<file path="config.mk">
export PLATFORM = sky130hd
export DESIGN_NAME = logic_unit_pipe
export DESIGN_NICKNAME = d
export VERILOG_FILES = /design/src/rtl/logic_unit_pipe.sv
export SDC_FILE = /design/constraint.sdc
export NUM_CORES = 1
export LEC_CHECK = 0
export ABC_AREA = 1
export CORE_AREA = 5 5 93 69
export CTS_CLUSTER_DIAMETER = 120
export DETAILED_ROUTE_END_ITERATION = 10
export DIE_AREA = 0 0 98 74
export PLACE_DENSITY = 0.84
export SLEW_MARGIN = 25
export SYNTH_ARGS = -nofsm -noshare
export SYNTH_HDL_FRONTEND = slang
export SYNTH_SLANG_ARGS = --single-unit
</file>
<file path="constraint.sdc">
create_clock -name clk -period 2.4 [get_ports clk]
set_clock_uncertainty 0.2 [all_clocks]
set_input_delay 0.24 -clock clk [delete_from_list [all_inputs] [get_ports clk]]
set_output_delay 0.24 -clock clk [all_outputs]
set_load 0.005 [all_outputs]
</file>
<file path="src/rtl/logic_unit_pipe.sv">
// rtl/logic_unit_pipe.sv - single-stage registered bitwise logic unit with accumulator and handshake
// One output register slot; the accumulator holds the last accepted result for chaining.
module logic_unit_pipe #(
  parameter int WIDTH   = 8,
  parameter int COUNT_W = 16
) (
  input  logic               clk,
  input  logic               rst,
  input  logic               in_valid,
  output logic               in_ready,
  input  logic [WIDTH-1:0]   a,
  input  logic [WIDTH-1:0]   b,
  input  logic [2:0]         op,
  input  logic               acc_en,
  output logic               out_valid,
  input  logic               out_ready,
  output logic [WIDTH-1:0]   y,
  output logic               zero,
  output logic               parity,
  output logic [COUNT_W-1:0] op_count
);

  typedef enum logic {EMPTY = 1'b0, FULL = 1'b1} state_t;

  localparam logic [COUNT_W-1:0] COUNT_MAX = {COUNT_W{1'b1}};

  state_t           state;
  state_t           state_nxt;
  logic             accept;
  logic [WIDTH-1:0] acc;
  logic [WIDTH-1:0] operand_b;
  logic [WIDTH-1:0] result;

  assign in_ready = !out_valid || out_ready;
  assign accept   = in_valid && in_ready;

  always_ff @(posedge clk or posedge rst) begin
    if (rst) begin
      state <= EMPTY;
    end else begin
      state <= state_nxt;
    end
  end

  always_comb begin
    state_nxt = state;
    case (state)
      EMPTY: if (accept) state_nxt = FULL;
      FULL:  if (out_ready && !accept) state_nxt = EMPTY;
      default: state_nxt = EMPTY;
    endcase
  end

  always_comb begin
    out_valid = (state == FULL);
  end

  assign operand_b = acc_en ? acc : b;

  always_comb begin
    result = '0;
    case (op)
      3'd0: result = a & operand_b;
      3'd1: result = a | operand_b;
      3'd2: result = ~(a & operand_b);
      3'd3: result = ~(a | operand_b);
      3'd4: result = a ^ operand_b;
      3'd5: result = ~(a ^ operand_b);
      3'd6: result = ~a;
      3'd7: result = a;
      default: result = '0;
    endcase
  end

  // zero/parity are registered alongside y so they never lag the result they describe.
  always_ff @(posedge clk or posedge rst) begin
    if (rst) begin
      y        <= '0;
      zero     <= 1'b1;
      parity   <= 1'b0;
      acc      <= '0;
      op_count <= '0;
    end else if (accept) begin
      y      <= result;
      zero   <= (result == '0);
      parity <= ^result;
      acc    <= result;
      if (op_count != COUNT_MAX) begin
        op_count <= op_count + COUNT_W'(1);
      end
    end
  end

endmodule

</file>
==> results of run 1 <==
==> worst paths after layout <==
kind / startpoint / endpoint / depth (start not counted)
worst max-delay path: acc_en / parity / 14
worst min-delay path: rst / acc[5] / 3
worst max register to register: acc[7] / parity / 13
max in group asynchronous: rst / zero / 3
worst min register to register: zero / zero / 2
min in group clk: zero / zero / 2
==> synthesized netlist by cell type (2+ instances only) <==
library cell / instances / share of area, %
nand4_1: 20 / 4.7
nor2_4: 2 / 0.85
ha_1: 21 / 10
dfrtp_1: 26 / 25
inv_1: 71 / 10
clkbuf_1: 3 / 0.43
xor2_1: 5 / 1.7
nor2_1: 34 / 4.8
nand2_2: 2 / 0.47
o21ai_0: 21 / 4.0
xnor2_1: 8 / 2.7
buf_2: 11 / 2.1
nand3_1: 44 / 8.4
buf_6: 2 / 0.85
nand2_1: 146 / 21
nor2_2: 2 / 0.47
==> worst max-delay path, stage by stage <==
cell,delay (ns)
dlygate4sd2_1,0.31
buf_6,0.17
nand2_1,0.08
o21ai_2,0.06
ha_1,0.29
o21ai_0,0.28
inv_1,0.10
nor2_1,0.11
nand2_1,0.09
nand2_1,0.10
ha_4,0.22
xnor2_4,0.20
xnor2_2,0.14
o21ai_1,0.07
==> where the power goes <==
| part | leakage (uW) | internal (uW) | switching (uW) | total [uW] |
|---|---|---|---|---|
| Sequential | 0.000346 | 524 | 89.7 | 614 |
| Clock | 0.0000255 | 117 | 145 | 261 |
| Combinational | 0.00165 | 511 | 442 | 954 |
| Total | 0.00202 | 1150 | 677 | 1830 |
==> metrics by stage <==
stage	hold WS, ns	power [uW]	TNS (ns)	instances
2_1_floorplan	0.09197	980.5	0	424
3_3_place_gp	0.2905	1322	-0.5674	585
3_5_place_dp	0.2938	1365	-0.8966	585
4_1_cts	0.1270	1649	0	590
5_1_grt	0.1950	1941	-0.1771	596
6_report	0.1119	1829	-0.08684	596
==> sequential cells by signal (all words and copies together), names as in the netlist <==
name,flops
op_count,16
out_valid,1
acc,8
zero,1
parity,1
==> cells by family (layout without fill, tap and decap cells) <==
family / count (synthesis) / in the layout / share of synthesized area [%]
buffers and inverters: 89 / 186 / 13.91
AO/OA/AOI/OAI: 23 / 23 / 4.938
AND/OR/NAND/NOR: 251 / 251 / 41.17
flip-flops: 27 / 27 / 25.69
XOR/XNOR: 13 / 13 / 4.321
adder cells (fa/ha/maj): 21 / 21 / 9.971
==> final cells by class <==
type	count	area, um2	area share (%)
inverter	72	270.3	7.087
timing repair buffer	110	984.7	25.82
tap	75	93.84	2.461
sequential	27	676.9	17.75
multi-input combinational	308	1742	45.67
clock buffer	3	41.29	1.083
clock inverter	1	5.005	0.1312
==> routing by layer <==
layer  up-vias  GRT usage, %  wire (um)
li1       1509             -          -
met1      1450         28.81       3408
met2       184         36.95       4067
met3        38         3.655        671
met4         0         4.147        262
met5         -             0          0
==> what timing repair did <==
item                                   in CTS  in global routing
setup endpoints to repair                   1                  1
hold buffers                                0                  0
cloned                                      1                  0
endpoints found under the hold margin       0                  0
setup buffers                               0                  6
gates resized for setup                    14                 28
pin swaps                                   1                 11
==> metrics.md, run 1 <==
| Metric | Value |
|---|---|
| Placer Congestion | `between 0.8 and 0.9` |
| Total GRT Usage | `a little over a fifth` |
| CP startpoint kind | `primary input` |
| Final Instance Area | `3814 um2` |
| Worst setup slack after layout | `-0.08684 ns` |
| Sink Count | `27` |
| Final Net Count | `567` |
| Most common library cell in the layout ignoring fill and taps | `nand2_1` |
| # IOs | `52` |
| DP HPWL | `~5.7 mm` |
| Die height | `roughly 74 um` |
| Worst setup EP type | `register` |
| Vias post-DR | `~3200` |
| Peak supply drop | `0.2818 mV` |
| FF+latch count, synth | `27` |
| Crit Path Max Fanout | `7` |
| Routed Wire Length | `between 8 and 9 mm` |
| Clock root buffer | `clkbuf_8` |
| Share of flip-flops with an asynchronous set or reset | `100.0%` |
| Maxcap violations | `0` |
| Initial DRC Count | `about 250` |
| Area added between synthesis and finish | `44.73%` |
| CTS tree | `yes` |
| Worst slew pin tran | `approximately 0.44 ns` |
| Synth Instances | `approximately 420` |
| Layout fillers | `between 400 and 500` |
| WL per Instance | `~14 um` |
| First-pass GRT wire length | `13.02 mm` |
| Die area | `around 7300 um2` |
| Worst min-delay path class | `primary input to asynchronous set/reset pin` |
| Max clock buf depth | `2` |
| Worst-path clk slew | `about 0.090 ns` |
| Pleak | `just over 0.002 uW` |
| Yosys cell types | `22` |
| Kind of critical path | `primary input to register` |
| Crit path required time | `roughly 2.4 ns` |
| Die Wd | `98 um` |
| Outcome | `complete, but fails checks` |
| GRT Residual Overflow | `0` |
| Final hold violations | `0` |
| Seq/Total Area, Yosys | `25.69%` |
| Fin. max-slew vios | `0` |
| Avg Cell Area, Syn | `about 6.2 um2` |
| Place WS | `-0.5938 ns` |
| Clk Latency, worst-skew pair | `roughly 0.27 ns` |
| Ys flop type | `dfrtp_1` |
| FF-to-FF setup slack | `-0.09 ns` |
| Most frequent cells in the layout | `nand2_1 (144), inv_1 (70), buf_4 (55)` |
| Placed inst area | `~3600 um2` |
| Avg Vias per Cell | `roughly 5.3` |
| First drt pass iteration count | `8` |
| Antenna diodes | `0` |
| Starting density of the core | `47.94%` |
| PortBufs | `slightly above 50` |
| EDFF count, synth | `0` |
| Synth warnings | `0` |
| TritonCTS buffer count | `3` |
| Core Rows | `23` |
| # DRC | `2` |
| Slew margin rel. | `between 70 and 80%` |
| RSZ-0062 raised after global routing | `true` |
| H-tree levels | `1` |
| Initial antenna violation count | `0` |
| Vias in the first global route | `2883` |
| Final period util | `103.6%` |
| PwrDens | `479.6 nW/um2` |
| Synthesized Nets | `469` |
| CORE AREA | `5497 um2` |
| Mapped Area | `roughly 2600 um2` |
| Highest Clock Rate | `0.4021 GHz` |
| Share of cells above drive strength 1 | `between 15 and 20%` |
| Count of final setup violators | `1` |
| Failing checks | `design-rule violations, negative setup slack` |
| Final Core Density | `69.38%` |
| Antenna Violating Nets Remaining | `0` |
| Worst EP arrival | `2.46 ns` |
| Min Tclk post-route | `between 2 and 2.5 ns` |
| Largest net degree at the start of global routing | `34` |
Note: power is estimated with default switching activity, not from simulation.
==> run 2: changes to the inputs <==
Settings changed: SETUP_SLACK_MARGIN set to 0.02.
==> results of run 2 <==
Same layout as run 1: the final DEF is identical, and so are final timing and power.
==> run 3: changes to the inputs <==
Settings changed: CTS_BUF_LIST set to sky130_fd_sc_hd__clkbuf_8.
==> results of run 3 <==
Same layout as run 1: the final DEF is identical, and so are final timing and power.
